===== src/rtl/inst_sram_axi_bridge_if.sv =====
// Signal bundle between the fetch-side SRAM request port and the AXI read-only
// master port of inst_sram_axi_bridge; master = bridge side, slave = environment.
interface inst_sram_axi_bridge_if;
    logic        inst_sram_en;
    logic        inst_sram_wr;
    logic [1:0]  inst_sram_size;
    logic [31:0] inst_sram_addr;
    logic        inst_sram_addr_ok;
    logic        inst_sram_data_ok;
    logic [31:0] inst_sram_rdata;

    logic [3:0]  arid;
    logic [31:0] araddr;
    logic [7:0]  arlen;
    logic [2:0]  arsize;
    logic [1:0]  arburst;
    logic        arvalid;
    logic        arready;

    logic [3:0]  rid;
    logic [31:0] rdata;
    logic [1:0]  rresp;
    logic        rlast;
    logic        rvalid;
    logic        rready;

    modport master (
        input  inst_sram_en, inst_sram_wr, inst_sram_size, inst_sram_addr,
        output inst_sram_addr_ok, inst_sram_data_ok, inst_sram_rdata,
        output arid, araddr, arlen, arsize, arburst, arvalid,
        input  arready,
        input  rid, rdata, rresp, rlast, rvalid,
        output rready
    );

    modport slave (
        output inst_sram_en, inst_sram_wr, inst_sram_size, inst_sram_addr,
        input  inst_sram_addr_ok, inst_sram_data_ok, inst_sram_rdata,
        input  arid, araddr, arlen, arsize, arburst, arvalid,
        output arready,
        output rid, rdata, rresp, rlast, rvalid,
        input  rready
    );
endinterface


===== src/rtl/inst_sram_axi_bridge.sv =====
// Instruction fetch bridge: turns each accepted SRAM-style fetch into a single-beat
// AXI read and returns the data in order, with up to MAX_OUTSTANDING reads in flight.
module inst_sram_axi_bridge #(
    parameter int         MAX_OUTSTANDING = 2,
    parameter logic [3:0] AXI_ID          = 4'd0
) (
    input logic                     clk,
    input logic                     resetn,
    inst_sram_axi_bridge_if.master  bus
);

    localparam int CNT_W = $clog2(MAX_OUTSTANDING + 1);

    typedef enum logic {
        IDLE,
        AR_WAIT
    } arState_e;

    arState_e    state_q, state_d;
    logic [CNT_W-1:0] cnt_q, cnt_d;
    logic [31:0] araddr_q, araddr_d;
    logic [2:0]  arsize_q, arsize_d;
    logic        dataOk_q, dataOk_d;
    logic [31:0] rdata_q, rdata_d;

    logic addrHs;
    logic rReady;
    logic rHs;
    logic unused_rFields;

    // A new request may only be taken while no AR is pending, so arvalid stays registered.
    assign addrHs = bus.inst_sram_en & ~bus.inst_sram_wr & (state_q == IDLE)
                  & (cnt_q < CNT_W'(MAX_OUTSTANDING));
    assign rReady = (cnt_q != '0) & (bus.rid == AXI_ID);
    assign rHs    = bus.rvalid & rReady;

    assign unused_rFields = ^{bus.rresp, bus.rlast};

    always_ff @(posedge clk) begin
        if (!resetn) begin
            state_q <= IDLE;
        end else begin
            state_q <= state_d;
        end
    end

    always_comb begin
        state_d = state_q;
        case (state_q)
            IDLE:    if (addrHs) state_d = AR_WAIT;
            AR_WAIT: if (bus.arready) state_d = IDLE;
            default: state_d = IDLE;
        endcase
    end

    always_comb begin
        bus.arvalid           = (state_q == AR_WAIT);
        bus.inst_sram_addr_ok = addrHs;
        bus.rready            = rReady;
    end

    always_comb begin
        araddr_d = araddr_q;
        arsize_d = arsize_q;
        if (addrHs) begin
            araddr_d = bus.inst_sram_addr;
            arsize_d = {1'b0, bus.inst_sram_size};
        end
    end

    // Simultaneous accept and return leave the in-flight count unchanged.
    always_comb begin
        cnt_d = cnt_q;
        case ({addrHs, rHs})
            2'b10:   cnt_d = cnt_q + 1'b1;
            2'b01:   cnt_d = cnt_q - 1'b1;
            default: cnt_d = cnt_q;
        endcase
    end

    always_comb begin
        dataOk_d = rHs;
        rdata_d  = rHs ? bus.rdata : rdata_q;
    end

    always_ff @(posedge clk) begin
        if (!resetn) begin
            cnt_q    <= '0;
            araddr_q <= 32'h0;
            arsize_q <= 3'b010;
            dataOk_q <= 1'b0;
            rdata_q  <= 32'h0;
        end else begin
            cnt_q    <= cnt_d;
            araddr_q <= araddr_d;
            arsize_q <= arsize_d;
            dataOk_q <= dataOk_d;
            rdata_q  <= rdata_d;
        end
    end

    assign bus.arid              = AXI_ID;
    assign bus.araddr            = araddr_q;
    assign bus.arlen             = 8'd0;
    assign bus.arsize            = arsize_q;
    assign bus.arburst           = 2'b01;
    assign bus.inst_sram_data_ok = dataOk_q;
    assign bus.inst_sram_rdata   = rdata_q;

endmodule


===== src/flat_wrapper.sv =====
// flat-port wrapper written by rule: the top's interface ports become plain ports
module inst_sram_axi_bridge_flat 
#(
    parameter int         MAX_OUTSTANDING = 2,
    parameter logic [3:0] AXI_ID          = 4'd0
)
  (clk, resetn, bus_inst_sram_en, bus_inst_sram_wr, bus_inst_sram_size, bus_inst_sram_addr, bus_inst_sram_addr_ok, bus_inst_sram_data_ok, bus_inst_sram_rdata, bus_arid, bus_araddr, bus_arlen, bus_arsize, bus_arburst, bus_arvalid, bus_arready, bus_rid, bus_rdata, bus_rresp, bus_rlast, bus_rvalid, bus_rready);
  inst_sram_axi_bridge_if bus_i ();
  input logic clk;
  input logic resetn;
  input wire logic [$bits(bus_i.inst_sram_en)-1:0] bus_inst_sram_en;
  input wire logic [$bits(bus_i.inst_sram_wr)-1:0] bus_inst_sram_wr;
  input wire logic [$bits(bus_i.inst_sram_size)-1:0] bus_inst_sram_size;
  input wire logic [$bits(bus_i.inst_sram_addr)-1:0] bus_inst_sram_addr;
  output wire logic [$bits(bus_i.inst_sram_addr_ok)-1:0] bus_inst_sram_addr_ok;
  output wire logic [$bits(bus_i.inst_sram_data_ok)-1:0] bus_inst_sram_data_ok;
  output wire logic [$bits(bus_i.inst_sram_rdata)-1:0] bus_inst_sram_rdata;
  output wire logic [$bits(bus_i.arid)-1:0] bus_arid;
  output wire logic [$bits(bus_i.araddr)-1:0] bus_araddr;
  output wire logic [$bits(bus_i.arlen)-1:0] bus_arlen;
  output wire logic [$bits(bus_i.arsize)-1:0] bus_arsize;
  output wire logic [$bits(bus_i.arburst)-1:0] bus_arburst;
  output wire logic [$bits(bus_i.arvalid)-1:0] bus_arvalid;
  input wire logic [$bits(bus_i.arready)-1:0] bus_arready;
  input wire logic [$bits(bus_i.rid)-1:0] bus_rid;
  input wire logic [$bits(bus_i.rdata)-1:0] bus_rdata;
  input wire logic [$bits(bus_i.rresp)-1:0] bus_rresp;
  input wire logic [$bits(bus_i.rlast)-1:0] bus_rlast;
  input wire logic [$bits(bus_i.rvalid)-1:0] bus_rvalid;
  output wire logic [$bits(bus_i.rready)-1:0] bus_rready;
  assign bus_i.inst_sram_en = bus_inst_sram_en;
  assign bus_i.inst_sram_wr = bus_inst_sram_wr;
  assign bus_i.inst_sram_size = bus_inst_sram_size;
  assign bus_i.inst_sram_addr = bus_inst_sram_addr;
  assign bus_inst_sram_addr_ok = bus_i.inst_sram_addr_ok;
  assign bus_inst_sram_data_ok = bus_i.inst_sram_data_ok;
  assign bus_inst_sram_rdata = bus_i.inst_sram_rdata;
  assign bus_arid = bus_i.arid;
  assign bus_araddr = bus_i.araddr;
  assign bus_arlen = bus_i.arlen;
  assign bus_arsize = bus_i.arsize;
  assign bus_arburst = bus_i.arburst;
  assign bus_arvalid = bus_i.arvalid;
  assign bus_i.arready = bus_arready;
  assign bus_i.rid = bus_rid;
  assign bus_i.rdata = bus_rdata;
  assign bus_i.rresp = bus_rresp;
  assign bus_i.rlast = bus_rlast;
  assign bus_i.rvalid = bus_rvalid;
  assign bus_rready = bus_i.rready;
  inst_sram_axi_bridge #(.MAX_OUTSTANDING(MAX_OUTSTANDING), .AXI_ID(AXI_ID)) u_core (.clk(clk), .resetn(resetn), .bus(bus_i));
endmodule

===== config.mk =====
export PLATFORM = sky130hd
export DESIGN_NAME = inst_sram_axi_bridge_flat
export DESIGN_NICKNAME = d
export VERILOG_FILES = /design/src/rtl/inst_sram_axi_bridge_if.sv /design/src/rtl/inst_sram_axi_bridge.sv /design/src/flat_wrapper.sv
export SDC_FILE = /design/constraint.sdc
export NUM_CORES = 1
export LEC_CHECK = 0
export CORE_MARGIN = 2
export CORE_UTILIZATION = 62
export DETAILED_ROUTE_END_ITERATION = 7
export DONT_BUFFER_PORTS = 1
export PLACE_DENSITY_LB_ADDON = 0.25
export SLEW_MARGIN = 0
export SYNTH_ARGS = -nofsm -noshare
export SYNTH_HDL_FRONTEND = slang
export SYNTH_SLANG_ARGS = --single-unit
export TNS_END_PERCENT = 20

===== constraint.sdc =====
create_clock -name clk -period 2.22 [get_ports clk]
set_input_delay 0.111 -clock clk [delete_from_list [all_inputs] [get_ports clk]]
set_output_delay 0.111 -clock clk [all_outputs]
set_load 0.02 [all_outputs]

==> reports/qor.txt <==
die area -> 5190 um^2
first-pass GRT wire length -> 11.2 mm
Reg clk slew, reported paths -> 0.07 ns
max-slew violations -> 0
met2 routed WL -> 3.68 mm
fillers -> 293
outcome -> complete, no violations
FMAX -> 488 MHz
I/O Pins -> 164
worst slack at placement -> 0.326 ns
Pwr Total -> 0.00265 W
cell area after synthesis -> 2870 um^2
worst IR drop on VDD -> 0.000617 V
Inst Count DP -> 355
non-filler cells, final -> 439
n_diodes -> 0
r2r endpoint -> u_core.bus.arsize[1]$_SDFFE_PN1P_
Core ar. -> 4410 um^2
Power Dens Cells -> 722 nW/um^2
clock sink count -> 70
final setup margin -> 0.172 ns
Die Width -> 72.0 um
highest routed layer -> met4
DPL Wire Length -> 3.78 mm
Worst Hold Depth -> 2
Tot GR Track Use -> 0.280
placed cell areas -> 2750 um^2
Vias -> 2284
global route overflow -> 0
number of global-route vias before repair -> 2397
worst hold path type -> in2reg
Rows -> 24
# DRC -> 0
fin crit period -> 2.05 ns
worst path required time -> 2.49 ns
worst hold path startpoint -> resetn
worst path cell trace -> or4b_1, buf_6, clkinv_8, nand2_1, nand3_1, dlygate4sd3_1
average wire per standard cell -> 16.2 um
R2R Path Start -> u_core.cnt_q[1]$_SDFFE_PN0P_
largest net degree at the start of global routing -> 103
CP arrival -> 2.32 ns
total of max-cap violations -> 0
critical path class -> reg2reg
Post-CTS Setup Bufs -> 0
Layout Skew -> 0.00533 ns
final WL -> 7.10 mm
Die Y -> 72.0 um
RD Place Congestion -> 0.696
R2R setup slack -> 0.17 ns
setup TNS -> 0 ns
Syn-to-layout area delta -> 27.7%
met1 wire length -> 2.62 mm
first drt pass iteration count -> 4
worst stage delay on the critical path -> 0.57 ns
DR WL met3 -> 639 um
final setup fails -> 0
Worst path slowest cell -> or4b_1
Tcrit/Tclk final -> 0.923
RSZ-0062 raised after global routing -> no
FF-to-FF path depth -> 6
Fin. Hold Viols -> 0
Clock Latency Late Sink -> 0.33 ns
Initial Utilization -> 0.650
CP Max Fanout -> 36
Final Cell Area -> 3660 um^2
Mapped Cells -> 323
CTS tree -> built
Yosys warning count -> 0
#FFs+latches synth -> 70
post-synth cell types -> 24
Worst setup EP type -> register
sequential share of the synthesized area -> 0.489
drt initial violations -> 77
clock buffer depth -> 2
synthesized area per cell -> 8.88 um^2
Rel. slew slack -> 0.639
total CTS buffers -> 9
Hold Path End -> u_core.bus.araddr[4]$_SDFFE_PN0P_
Final ANT Viol Nets -> 0
initial antenna violation count -> 0
share of cells above drive strength 1 -> 0.0594
Startpoint Class -> register
PortBufs -> 0
drt via density -> 5.20
Worst Max-Slew Pin Slew -> 0.542 ns
Clk Tree Root Cell -> clkbuf_8
Post-layout nets -> 462
leakage power -> 1.39 nW
H-tree depth -> 3
## cells by family after synthesis
logic type | Yosys count | synth area share
XOR/XNOR | 2 | 0.00611
buffers and inverters | 38 | 0.0955
AND/OR/NAND/NOR | 142 | 0.198
AO/OA/AOI/OAI | 36 | 0.0934
flip-flops | 70 | 0.489
adder cells (fa/ha/maj) | 1 | 0.00436
other | 2 | 0.00262
multiplexers | 32 | 0.112
## Yosys cell counts
cell / count / area share
buf_6: 2 / 0.0079
nor3b_2: 1 / 0.0044
mux2i_1: 32 / 0.11
buf_12: 3 / 0.021
clkinv_2: 1 / 0.0017
nand2_1: 132 / 0.17
nand3_1: 1 / 0.0017
and2_1: 2 / 0.0044
o21ai_0: 1 / 0.0017
buf_4: 17 / 0.045
nor2_1: 2 / 0.0026
ha_1: 1 / 0.0044
buf_2: 2 / 0.0035
conb_1: 2 / 0.0026
or3_1: 1 / 0.0022
or4_4: 1 / 0.0039
a21boi_1: 28 / 0.073
xnor2_1: 2 / 0.0061
clkbuf_1: 11 / 0.014
nand2b_1: 1 / 0.0022
dfxtp_1: 70 / 0.49
or4b_1: 1 / 0.0035
a21boi_0: 7 / 0.018
buf_1: 2 / 0.0026
## how the worst max path moves through the flow
stage | from | to
CTS | u_core.cnt_q[1]$_SDFFE_PN0P_ | u_core.bus.arsize[1]$_SDFFE_PN1P_
finish | u_core.cnt_q[1]$_SDFFE_PN0P_ | u_core.bus.arsize[1]$_SDFFE_PN1P_
global placement | u_core.cnt_q[1]$_SDFFE_PN0P_ | bus_inst_sram_addr_ok
floorplan | u_core.bus.arvalid$_SDFF_PN0_ | u_core.cnt_q[1]$_SDFFE_PN0P_
global route | u_core.cnt_q[1]$_SDFFE_PN0P_ | u_core.bus.arsize[1]$_SDFFE_PN1P_
detailed placement | u_core.cnt_q[1]$_SDFFE_PN0P_ | u_core.bus.araddr[22]$_SDFFE_PN0P_
## stage by stage
step	util	hold WS, ns
floorplan	-	0.235
global placement	0.623	0.192
detailed placement	0.623	0.216
CTS	0.827	0.186
global route	0.830	0.207
finish	0.830	0.208
## cell usage in the layout, fill, tap and decap left out, drive strengths merged, types with 2 or more instances in the layout
| cell | count |
|---|---|
| xnor2 | 2 |
| conb | 15 |
| nor2 | 2 |
| nand2 | 132 |
| dfxtp | 70 |
| clkbuf | 12 |
| buf | 5 |
| a21boi | 35 |
| clkinv | 4 |
| and2 | 2 |
| dlygate4sd3 | 67 |
| mux2i | 32 |
## critical path, delay by kind of cell, from the launching register on
family | cells | cell delay [ns]
flops | 1 | 0.32
simple gates | 3 | 0.71
buf+inv | 3 | 0.94
## metal layers
metal | track usage | vias to the layer above
met5 | 0 | -
met4 | 0.103 | 0
met3 | 0.104 | 16
met2 | 0.508 | 109
met1 | 0.296 | 1043
li1 | - | 1116
## sequential cells by signal (all words and copies together), names as in the netlist
register,flops
u_core.bus.araddr,32
u_core.bus.inst_sram_rdata,32
u_core.bus.arsize,2
u_core.cnt_q,2
u_core.bus.arvalid,1
u_core.bus.inst_sram_data_ok,1
## power by group
| group | switching, W | internal (W) | total, W | leakage (nW) |
|---|---|---|---|---|
| Clock | 0.000437 | 0.000575 | 0.00101 | 0.106 |
| Combinational | 0.000137 | 0.000136 | 0.000273 | 0.721 |
| Sequential | 0.0000677 | 0.00129 | 0.00136 | 0.568 |
## final cells by class
type	count	area, um^2	share of cell area
flip-flops and latches	70	1400	0.383
clock inverters	4	45.0	0.0123
inverters	1	16.3	0.00444
clock buffers	12	155	0.0424
multi-input cells	228	1250	0.341
well taps	52	65.1	0.0178
repair buffers	72	732	0.200
## what timing repair did
| item | in CTS | in global routing |
|---|---|---|
| hold buffers | 68 | 0 |
| gates resized for setup | 1 | 3 |
| hold endpoints to repair | 70 | 0 |
| pin swaps | 0 | 0 |
| setup endpoints to repair | 1 | 1 |
Power figures use the tool's default switching activity.
